==> src/rtl/alu_arbiter.sv <==
// Round-robin arbiter that shares one ALU between two valid/ready requesters.
// Winner's operands are registered onto the ALU, held EXEC_CYCLES, then the result is captured.
module alu_arbiter #(
  parameter int DW          = 8,
  parameter int OPW         = 3,
  parameter int EXEC_CYCLES = 1
) (
  input  logic           Clk,
  input  logic           Reset,
  input  logic           req0_valid,
  input  logic [OPW-1:0] req0_op,
  input  logic [DW-1:0]  req0_a,
  input  logic [DW-1:0]  req0_b,
  output logic           req0_ready,
  output logic           req0_done,
  input  logic           req1_valid,
  input  logic [OPW-1:0] req1_op,
  input  logic [DW-1:0]  req1_a,
  input  logic [DW-1:0]  req1_b,
  output logic           req1_ready,
  output logic           req1_done,
  output logic [DW-1:0]  rsp_rslt,
  output logic           rsp_taken,
  output logic           busy,
  output logic           owner,
  output logic [OPW-1:0] ALUOp,
  output logic [DW-1:0]  inA,
  output logic [DW-1:0]  inB,
  input  logic [DW-1:0]  rslt,
  input  logic           taken
);

  generate
    if (EXEC_CYCLES < 1 || EXEC_CYCLES > 15) begin : g_bad_exec_cycles
      $error("alu_arbiter: EXEC_CYCLES must be within 1..15");
    end
  endgenerate

  typedef enum logic [1:0] {S_IDLE, S_EXEC, S_DONE} state_t;

  localparam logic [3:0] CNT_LOAD = 4'(EXEC_CYCLES - 1);

  state_t         r_state;
  state_t         w_state_next;
  logic [3:0]     r_cnt;
  logic           r_last_grant;
  logic           r_owner;
  logic [OPW-1:0] r_alu_op;
  logic [DW-1:0]  r_in_a;
  logic [DW-1:0]  r_in_b;
  logic [DW-1:0]  r_rsp_rslt;
  logic           r_rsp_taken;

  logic           w_any;
  logic           w_sel;
  logic           w_accept;
  logic [OPW-1:0] w_sel_op;
  logic [DW-1:0]  w_sel_a;
  logic [DW-1:0]  w_sel_b;

  // On a tie the port that did not win last time is chosen.
  always_comb begin
    w_any    = req0_valid | req1_valid;
    w_sel    = (req0_valid & req1_valid) ? ~r_last_grant : req1_valid;
    w_sel_op = w_sel ? req1_op : req0_op;
    w_sel_a  = w_sel ? req1_a  : req0_a;
    w_sel_b  = w_sel ? req1_b  : req0_b;
  end

  always_comb begin
    w_state_next = r_state;
    w_accept     = 1'b0;
    req0_ready   = 1'b0;
    req1_ready   = 1'b0;
    req0_done    = 1'b0;
    req1_done    = 1'b0;
    busy         = 1'b0;
    case (r_state)
      S_IDLE: begin
        if (w_any) begin
          w_accept     = 1'b1;
          req0_ready   = ~w_sel;
          req1_ready   = w_sel;
          w_state_next = S_EXEC;
        end
      end
      S_EXEC: begin
        busy = 1'b1;
        if (r_cnt == 4'd0) w_state_next = S_DONE;
      end
      S_DONE: begin
        busy         = 1'b1;
        req0_done    = ~r_owner;
        req1_done    = r_owner;
        w_state_next = S_IDLE;
      end
      default: w_state_next = S_IDLE;
    endcase
  end

  always_ff @(posedge Clk) begin
    if (Reset) begin
      r_state      <= S_IDLE;
      r_cnt        <= 4'd0;
      r_last_grant <= 1'b1;
      r_owner      <= 1'b0;
      r_alu_op     <= '0;
      r_in_a       <= '0;
      r_in_b       <= '0;
      r_rsp_rslt   <= '0;
      r_rsp_taken  <= 1'b0;
    end else begin
      r_state <= w_state_next;
      if (w_accept) begin
        r_alu_op     <= w_sel_op;
        r_in_a       <= w_sel_a;
        r_in_b       <= w_sel_b;
        r_owner      <= w_sel;
        r_last_grant <= w_sel;
        r_cnt        <= CNT_LOAD;
      end
      // ALU inputs stay untouched here, so the combinational result settles before capture.
      if (r_state == S_EXEC) begin
        if (r_cnt != 4'd0) begin
          r_cnt <= r_cnt - 4'd1;
        end else begin
          r_rsp_rslt  <= rslt;
          r_rsp_taken <= taken;
        end
      end
    end
  end

  assign ALUOp     = r_alu_op;
  assign inA       = r_in_a;
  assign inB       = r_in_b;
  assign rsp_rslt  = r_rsp_rslt;
  assign rsp_taken = r_rsp_taken;
  assign owner     = r_owner;

endmodule

==> config.mk <==
export PLATFORM = sky130hd
export DESIGN_NAME = alu_arbiter
export DESIGN_NICKNAME = d
export VERILOG_FILES = /design/src/rtl/alu_arbiter.sv
export SDC_FILE = /design/constraint.sdc
export NUM_CORES = 1
export LEC_CHECK = 0
export CAP_MARGIN = 20
export CORE_ASPECT_RATIO = 1.25
export CORE_UTILIZATION = 30
export CTS_CLUSTER_DIAMETER = 150
export DETAILED_ROUTE_END_ITERATION = 10
export GPL_TIMING_DRIVEN = 0
export PLACE_DENSITY = 0.72
export SLEW_MARGIN = 10
export SYNTH_ARGS = -nofsm -noshare
export SYNTH_HDL_FRONTEND = slang
export SYNTH_SLANG_ARGS = --single-unit
==> constraint.sdc <==
create_clock -name Clk -period 1.5 [get_ports Clk]
set_input_delay 0.3 -clock Clk [delete_from_list [all_inputs] [get_ports Clk]]
set_output_delay 0.3 -clock Clk [all_outputs]
set_load 0.02 [all_outputs]
==> impl_results.md, run 1 <==
* Arr. time, crit path at 1280 ps
* Worst VDD drop at 0.487 mV
* Number of distinct library cells after synthesis at 35
* LEAKAGE at 1.20 nW
* Routed WL at 4760 µm
* Pin count of the biggest net entering global routing at 12
* Vias per cell at 4.78
* Placed cells at 334
* Clk_skew at 5.94 ps
* Buffer levels on the longest clock path at 2
* Main area contributors after synthesis: dfxtp_1 (43%), mux2i_1 (10%), a211oi_1 (7.6%), nand2_1 (4.7%), nor2_1 (4.2%)
* Dpl cell area at 0.00261 mm²
* Total CTS buffers at 5
* Final ANT Viol Nets at 0
* CP endpoint: req1_ready
* Post-Layout Cell Count at 348
* Post-route cell area at 0.00284 mm²
* Synth area leader: dfxtp_1
* Final nets at 339
* Pre-antenna DRT Iters at 4
* Vias in the first global route at 1,643
* Site Rows at 30
* CP max-delay cell: dfxtp_2
* Run status: finished with violations
* Worst-case reg-to-reg path depth at 6
* Detail Placement HPWL at 3280 µm
* WS Path Type: register to output pin
* Chip width at 69.0 µm
* Hold WC Path Type: register to register
* Remaining Overflow, GRT at 0
* Crit-path max cell delay at 370 ps
* CTS H-tree depth at 2
* Ys Warns at 0
* Minimum clock period at 1580 ps
* Failing checks: setup timing
* Die outline area at 0.00591 mm²
* CP Capture Type: output pin
* Max cap viols at 0
* Total track usage at 0.167
* I/O Buffers at 84
* Final hold vios at 0
* Req. time, crit path at 1200 ps
* Worst setup margin at -78.6 ps
* Die Ht at 85.7 µm
* Area Overhead vs Synth at 68.7%
* Reg2Reg Launch Point: r_cnt[0]
* Worst slew pin tran at 416 ps
* Top cells by count, synth: dfxtp_1 (36), nand2_1 (21), nor2_1 (19)
* Slew margin rel. at 0.723
* Critical Path Start: r_state[0]
* Async S/R FF share, synth at 0
* Initial antenna violation count at 0
* Initial DRC Count at 27
* Worst Setup Start Kind: register
* Worst path cell trace: inv_4, ha_4, buf_6, and2_1, buf_2
* Post-synth EDFFs at 0
* Via count at 1,664
* RePlAce Congestion at 0.733
* Core ar. at 0.00541 mm²
* R2r setup slk at 0 ps
* Final Core Density at 0.525
* Initial Utilization at 0.311
* Post-synthesis sequential area ratio at 0.429
* Most common cell in the netlist: dfxtp_1
* Antenna diodes at 0
* RSZ-0062 raised after global routing: yes
* Worst-Skew Late Latency at 290 ps
* IO Count at 85
* Max Fanout on Critical Path at 5
* Post-Syn Nets at 242
* First-pass GRT wire length at 7420 µm
* Primary FF master, synth: dfxtp_1
* Max Clk Rate at 633 MHz
* Synthesized flop and latch total at 36
* Synth top area share at 0.429
* Wire per inst at 13.7 µm
* Synth Area per Inst at 9.04 µm²
* Post-Syn Area at 0.00168 mm²
* CTS Root Cell: clkbuf_8
* Max Slew Vio Count at 0
* CTS tree: built
* Setup-failing EPs final at 2
* Cells after synthesis at 186
* Layout cells sized above 1 at 0.236
* DRC Markers at 0
* Worst r2r dst: rsp_rslt[2]
* Clock transition at path regs at 70 ps
* Pwr Density at 988 mW/mm²
* Clock Sink Count at 36
* Final period utilization at 1.05
## metrics by stage
step / setup TNS (ps) / setup slack (ps) / total power [mW] / hold WS, ps
floorplan: 0 / 6.17 / 1.62 / 436
global placement: -12270 / -946 / 2.06 / 443
detailed placement: -13160 / -977 / 2.06 / 446
CTS: -173 / -100 / 2.79 / 454
global route: -653 / -141 / 2.97 / 470
finish: -151 / -78.6 / 2.80 / 452
## how the worst min path moves through the flow
stage | start | slack (ps) | endpoint | cells past startpoint
global route | rsp_rslt[1] | 470 | rsp_rslt[1] | 2
floorplan | rslt[0] | 440 | rsp_rslt[0] | 2
global placement | rsp_rslt[6] | 440 | rsp_rslt[6] | 2
CTS | rsp_rslt[5] | 450 | rsp_rslt[5] | 2
detailed placement | rsp_rslt[5] | 450 | rsp_rslt[5] | 2
finish | rsp_rslt[1] | 450 | rsp_rslt[1] | 2
## final cells by class
type	instances	area (µm²)
buffer	12	88.8
clock buffer	7	86.3
clock inverter	1	7.51
fill	521	2570
inverter	4	17.5
multi-input combinational	131	961
sequential	36	726
tap	64	80.1
timing repair buffer	93	870
## registers in the layout, summed over array words and instances, names as in the netlist
name,flops
inA,8
inB,8
rsp_rslt,8
r_cnt,4
ALUOp,3
r_state,2
owner,1
r_last_grant,1
rsp_taken,1
## layer usage
layer	wire, µm	track usage	vias to the layer above
li1	-	-	848
met3	519	0.0811	6
met4	58	0.0557	0
met5	0	0	-
met1	1930	0.175	729
met2	2250	0.282	81
## cell usage in the layout (no fill, tap or decap), types with 2 or more instances in the layout
master and count:
a211oi_1 16, buf_6 8, mux2_2 2, clkbuf_1 2, dfxtp_2 4, buf_4 8, ha_4 2, nor2_1 19
a21oi_1 7, nand3_1 4, a21oi_2 6, a22oi_1 2, or4bb_4 2, inv_2 3, ha_1 2, dfxtp_1 32
a211o_1 2, clkbuf_2 3, clkdlybuf4s50_1 48, nand3b_1 4, nand2_1 17, dlygate4sd2_1 30, clkbuf_8 6, clkbuf_4 2
nand2b_1 3, buf_2 4, a31oi_1 4, mux2i_1 16, nand2_2 4
## cell families after synthesis
group,Yosys count,synth area share
and+or+nand+nor,62,0.180
buffers and inverters,20,0.0610
DFF,36,0.429
adders and majority gates,5,0.0372
muxes,19,0.115
AOI/OAI and AO/OA,44,0.179
## report_power, final
group | total (mW) | switching [mW] | internal, mW | leakage, nW
registers | 1.12 | 0.0570 | 1.06 | 0.298
clock network | 0.739 | 0.366 | 0.374 | 0.0445
logic | 0.942 | 0.488 | 0.453 | 0.853
total | 2.80 | 0.911 | 1.89 | 1.20
## worst max-delay path, delay by kind of cell (launching register included)
| kind | cells | cell delay, ps |
|---|---|---|
| adders and majority gates | 1 | 160 |
| and+or+nand+nor | 1 | 120 |
| buffers and inverters | 3 | 320 |
| DFF | 1 | 370 |
## repair_timing
action / 4_1_cts / 5_1_grt
pin swaps: 3 / 15
setup endpoints to repair: 66 / 34
hold buffers: 0 / 0
hold endpoints to repair: 0 / 0
setup buffers: 7 / 2
gates resized for setup: 75 / 31
gates cloned: 0 / 1
No activity file was read; power rests on OpenSTA's default activity.
==> run 2, diff against run 1 <==
- CORE_UTILIZATION: 30 -> 36
- PLACE_DENSITY: 0.72 -> 0.83
- SLEW_MARGIN: 10 -> 20
==> impl_results.md, run 2 (synthesized netlist as in run 1, its figures left out) <==
* Fillers at 405 (-22%)
* IO Count at 85 (unchanged)
* Arr. time, crit path at 1240 ps (-40 ps)
* Max Clk Rate at 647 MHz (+2.2%)
* Worst VDD drop at 0.724 mV (+49%)
* Worst setup margin at -44.5 ps (+34.1 ps)
* Hold WC Path Type: register to register
* Initial antenna violation count at 0 (unchanged)
* Reg area at 727 µm² (+0.17%)
* Site Rows at 27 (-10%)
* Layout cells sized above 1 at 0.206 (-0.0303)
* Post-route cell area at 0.00282 mm² (-0.57%)
* CP Capture Type: output pin
* Dpl cell area at 0.00260 mm² (-0.29%)
* Hold Path Stages at 2 (unchanged)
* Comb power frac at 0.338 (+0.002)
* Worst hold start: rsp_rslt[3]
* Final Core Density at 0.632 (+0.108)
* Final ANT Viol Nets at 0 (unchanged)
* LEAKAGE at 1.21 nW (+1.1%)
* Pwr Density at 994 mW/mm² (+0.61%)
* Net Sw Power at 0.895 mW (-1.8%)
* Max Fanout on Critical Path at 5 (unchanged)
* I/O Buffers at 84 (unchanged)
* Area Overhead vs Synth at 67.7%
* Worst slew pin tran at 417 ps (+1.37 ps)
* Clk_skew at 7.69 ps (+1.75 ps)
* Req. time, crit path at 1200 ps (about the same)
* Core ar. at 0.00446 mm² (-17%)
* Pin count of the biggest net entering global routing at 17 (+5)
* WS Path Type: register to output pin
* Initial Utilization at 0.377 (+0.0660)
* Worst-Skew Late Latency at 290 ps (about the same)
* RePlAce Congestion at 0.708 (-3.4%)
* Setup-failing EPs final at 7 (+5)
* Via count at 1,688 (+1.4%)
* Failing checks: setup timing
* Slew margin rel. at 0.722 (-0.000915)
* CTS Root Cell: clkbuf_8
* Final nets at 342 (+0.88%)
* Internal Power at 1.91 mW (+0.90%)
* Total track usage at 0.188 (+0.0210)
* Remaining Overflow, GRT at 0 (unchanged)
* Wire per inst at 13.1 µm (-4.3%)
* CTS tree: built
* Most frequent cells in the layout: clkdlybuf4s50_1 (48), dfxtp_1 (33), dlygate4sd2_1 (29), nand2_1 (21), nor2_1 (19)
* Worst r2r dst: rsp_rslt[4]
* Clock transition at path regs at 80 ps (about the same)
* Total CTS buffers at 5 (unchanged)
* Final hold vios at 0 (unchanged)
* Die outline area at 0.00495 mm² (-16%)
* Antenna diodes at 0 (unchanged)
* Hold_ws at 455 ps (+2.17 ps)
* Vias per cell at 4.89 (+2.3%)
* Max Slew Vio Count at 0 (unchanged)
* Worst Setup Start Kind: register
* Multi-input gate area at 926 µm² (-3.6%)
* Reg2Reg Launch Point: r_state[1]
* Switching part of the total at 0.319 (-0.00585)
* Run status: finished with violations
* Minimum clock period at 1540 ps (-34.1 ps)
* Detail Placement HPWL at 3250 µm (-0.79%)
* Worst-case reg-to-reg path depth at 5 (-1)
* First-pass GRT wire length at 7380 µm (-0.65%)
* Chip width at 63.1 µm (-8.5%)
* Vias in the first global route at 1,654 (+0.67%)
* Buffer levels on the longest clock path at 2 (unchanged)
* Die Ht at 78.4 µm (-8.5%)
* Final period utilization at 1.03 (-0.0227)
* CTS H-tree depth at 2 (unchanged)
* Register share of total power at 0.400 (about the same)
* Initial DRC Count at 23 (-15%)
* Max cap viols at 0 (unchanged)
* R2r setup slk at -20 ps (-20 ps)
* Pre-antenna DRT Iters at 4 (unchanged)
* DRC Markers at 0 (unchanged)
* RSZ-0062 raised after global routing: yes
* Routed WL at 4520 µm (-5.1%)
* Clock Sink Count at 36 (unchanged)
* Commonest non-fill, non-tap cell in the layout: clkdlybuf4s50_1
* Clock power share at 0.262 (-0.002)
* Hold path endpoint: rsp_rslt[3]
==> run 2: changes by cell type in the layout (fill, tap and decap cells not counted), sizes merged <==
| cell | before | now |
|---|---|---|
| clkinv | 0 | 1 |
| clkbuf | 13 | 11 |
| buf | 20 | 24 |
| clkdlybuf4s15 | 1 | 2 |
| dlygate4sd2 | 30 | 29 |
| inv | 4 | 5 |
| clkinvlp | 1 | 0 |
==> run 2: per-stage QoR <==
step	total power [mW]	setup WS (ps)	cells	setup TNS, ps
5_1_grt	2.97	-130	345	-801
2_1_floorplan	1.62	6.17	186	0
4_1_cts	2.80	-75.7	342	-297
3_5_place_dp	2.06	-942	328	-12780
3_3_place_gp	2.05	-908	328	-11690
6_report	2.80	-44.5	345	-152
==> run 2: power by group through the flow <==
| stage | sequential [mW] | combinational (mW) | clock (mW) |
|---|---|---|---|
| 2_1_floorplan | 1.25 | 0.367 | 0 |
| 3_3_place_gp | 1.14 | 0.909 | 0 |
| 3_5_place_dp | 1.14 | 0.923 | 0 |
| 4_1_cts | 1.12 | 0.920 | 0.761 |
| 5_1_grt | 1.14 | 1.03 | 0.800 |
| 6_report | 1.12 | 0.947 | 0.735 |
==> run 2: how the worst max path moves through the flow <==
stage,endpoint,depth (start not counted),start,slack (ps)
after global routing,req0_ready,6,r_state[1],-130
after global placement,req1_ready,6,req1_valid,-910
after floorplan,r_cnt[1],6,r_cnt[1],6
after detailed placement,req1_ready,6,req1_valid,-940
final,req1_ready,5,r_state[1],-40
after CTS,req1_ready,5,r_state[1],-80
==> run 2: worst max-delay path: stages (launching register included) <==
cell	delay, ps
dfxtp_2	350
inv_2	60
ha_4	160
buf_6	120
and2_1	140
buf_6	130
==> run 2: routing by layer <==
layer,global-route usage,wire length (µm),vias up,share of wire
met5,0,0,-,0
met4,0.0465,37,0,0.0082
met3,0.0785,414,5,0.092
met2,0.345,2310,82,0.51
met1,0.193,1760,745,0.39
li1,-,-,856,-
==> run 2: final cells by class <==
| cell class | count | area share |
|---|---|---|
| plain buffers | 12 | 0.0328 |
| clock buffers | 6 | 0.0293 |
| clock inverters | 2 | 0.00488 |
| inverters | 4 | 0.00621 |
| multi-input cells | 131 | 0.328 |
| flip-flops and latches | 36 | 0.258 |
| well taps | 58 | 0.0257 |
| repair buffers | 96 | 0.315 |
==> run 2: what timing repair did <==
| action | CTS | global route |
|---|---|---|
| buffers inserted | 8 | 4 |
| pin swaps | 4 | 2 |
| setup endpoints to repair | 63 | 34 |
| hold endpoints to repair | 0 | 0 |
| cloned | 1 | 0 |
| gates resized for setup | 80 | 16 |
| hold buffers | 0 | 0 |
==> run 3, diff against run 2 <==
- SLEW_MARGIN: 20 -> default
==> results of run 3 <==
Final layout, timing and power as in run 2 (identical DEF).
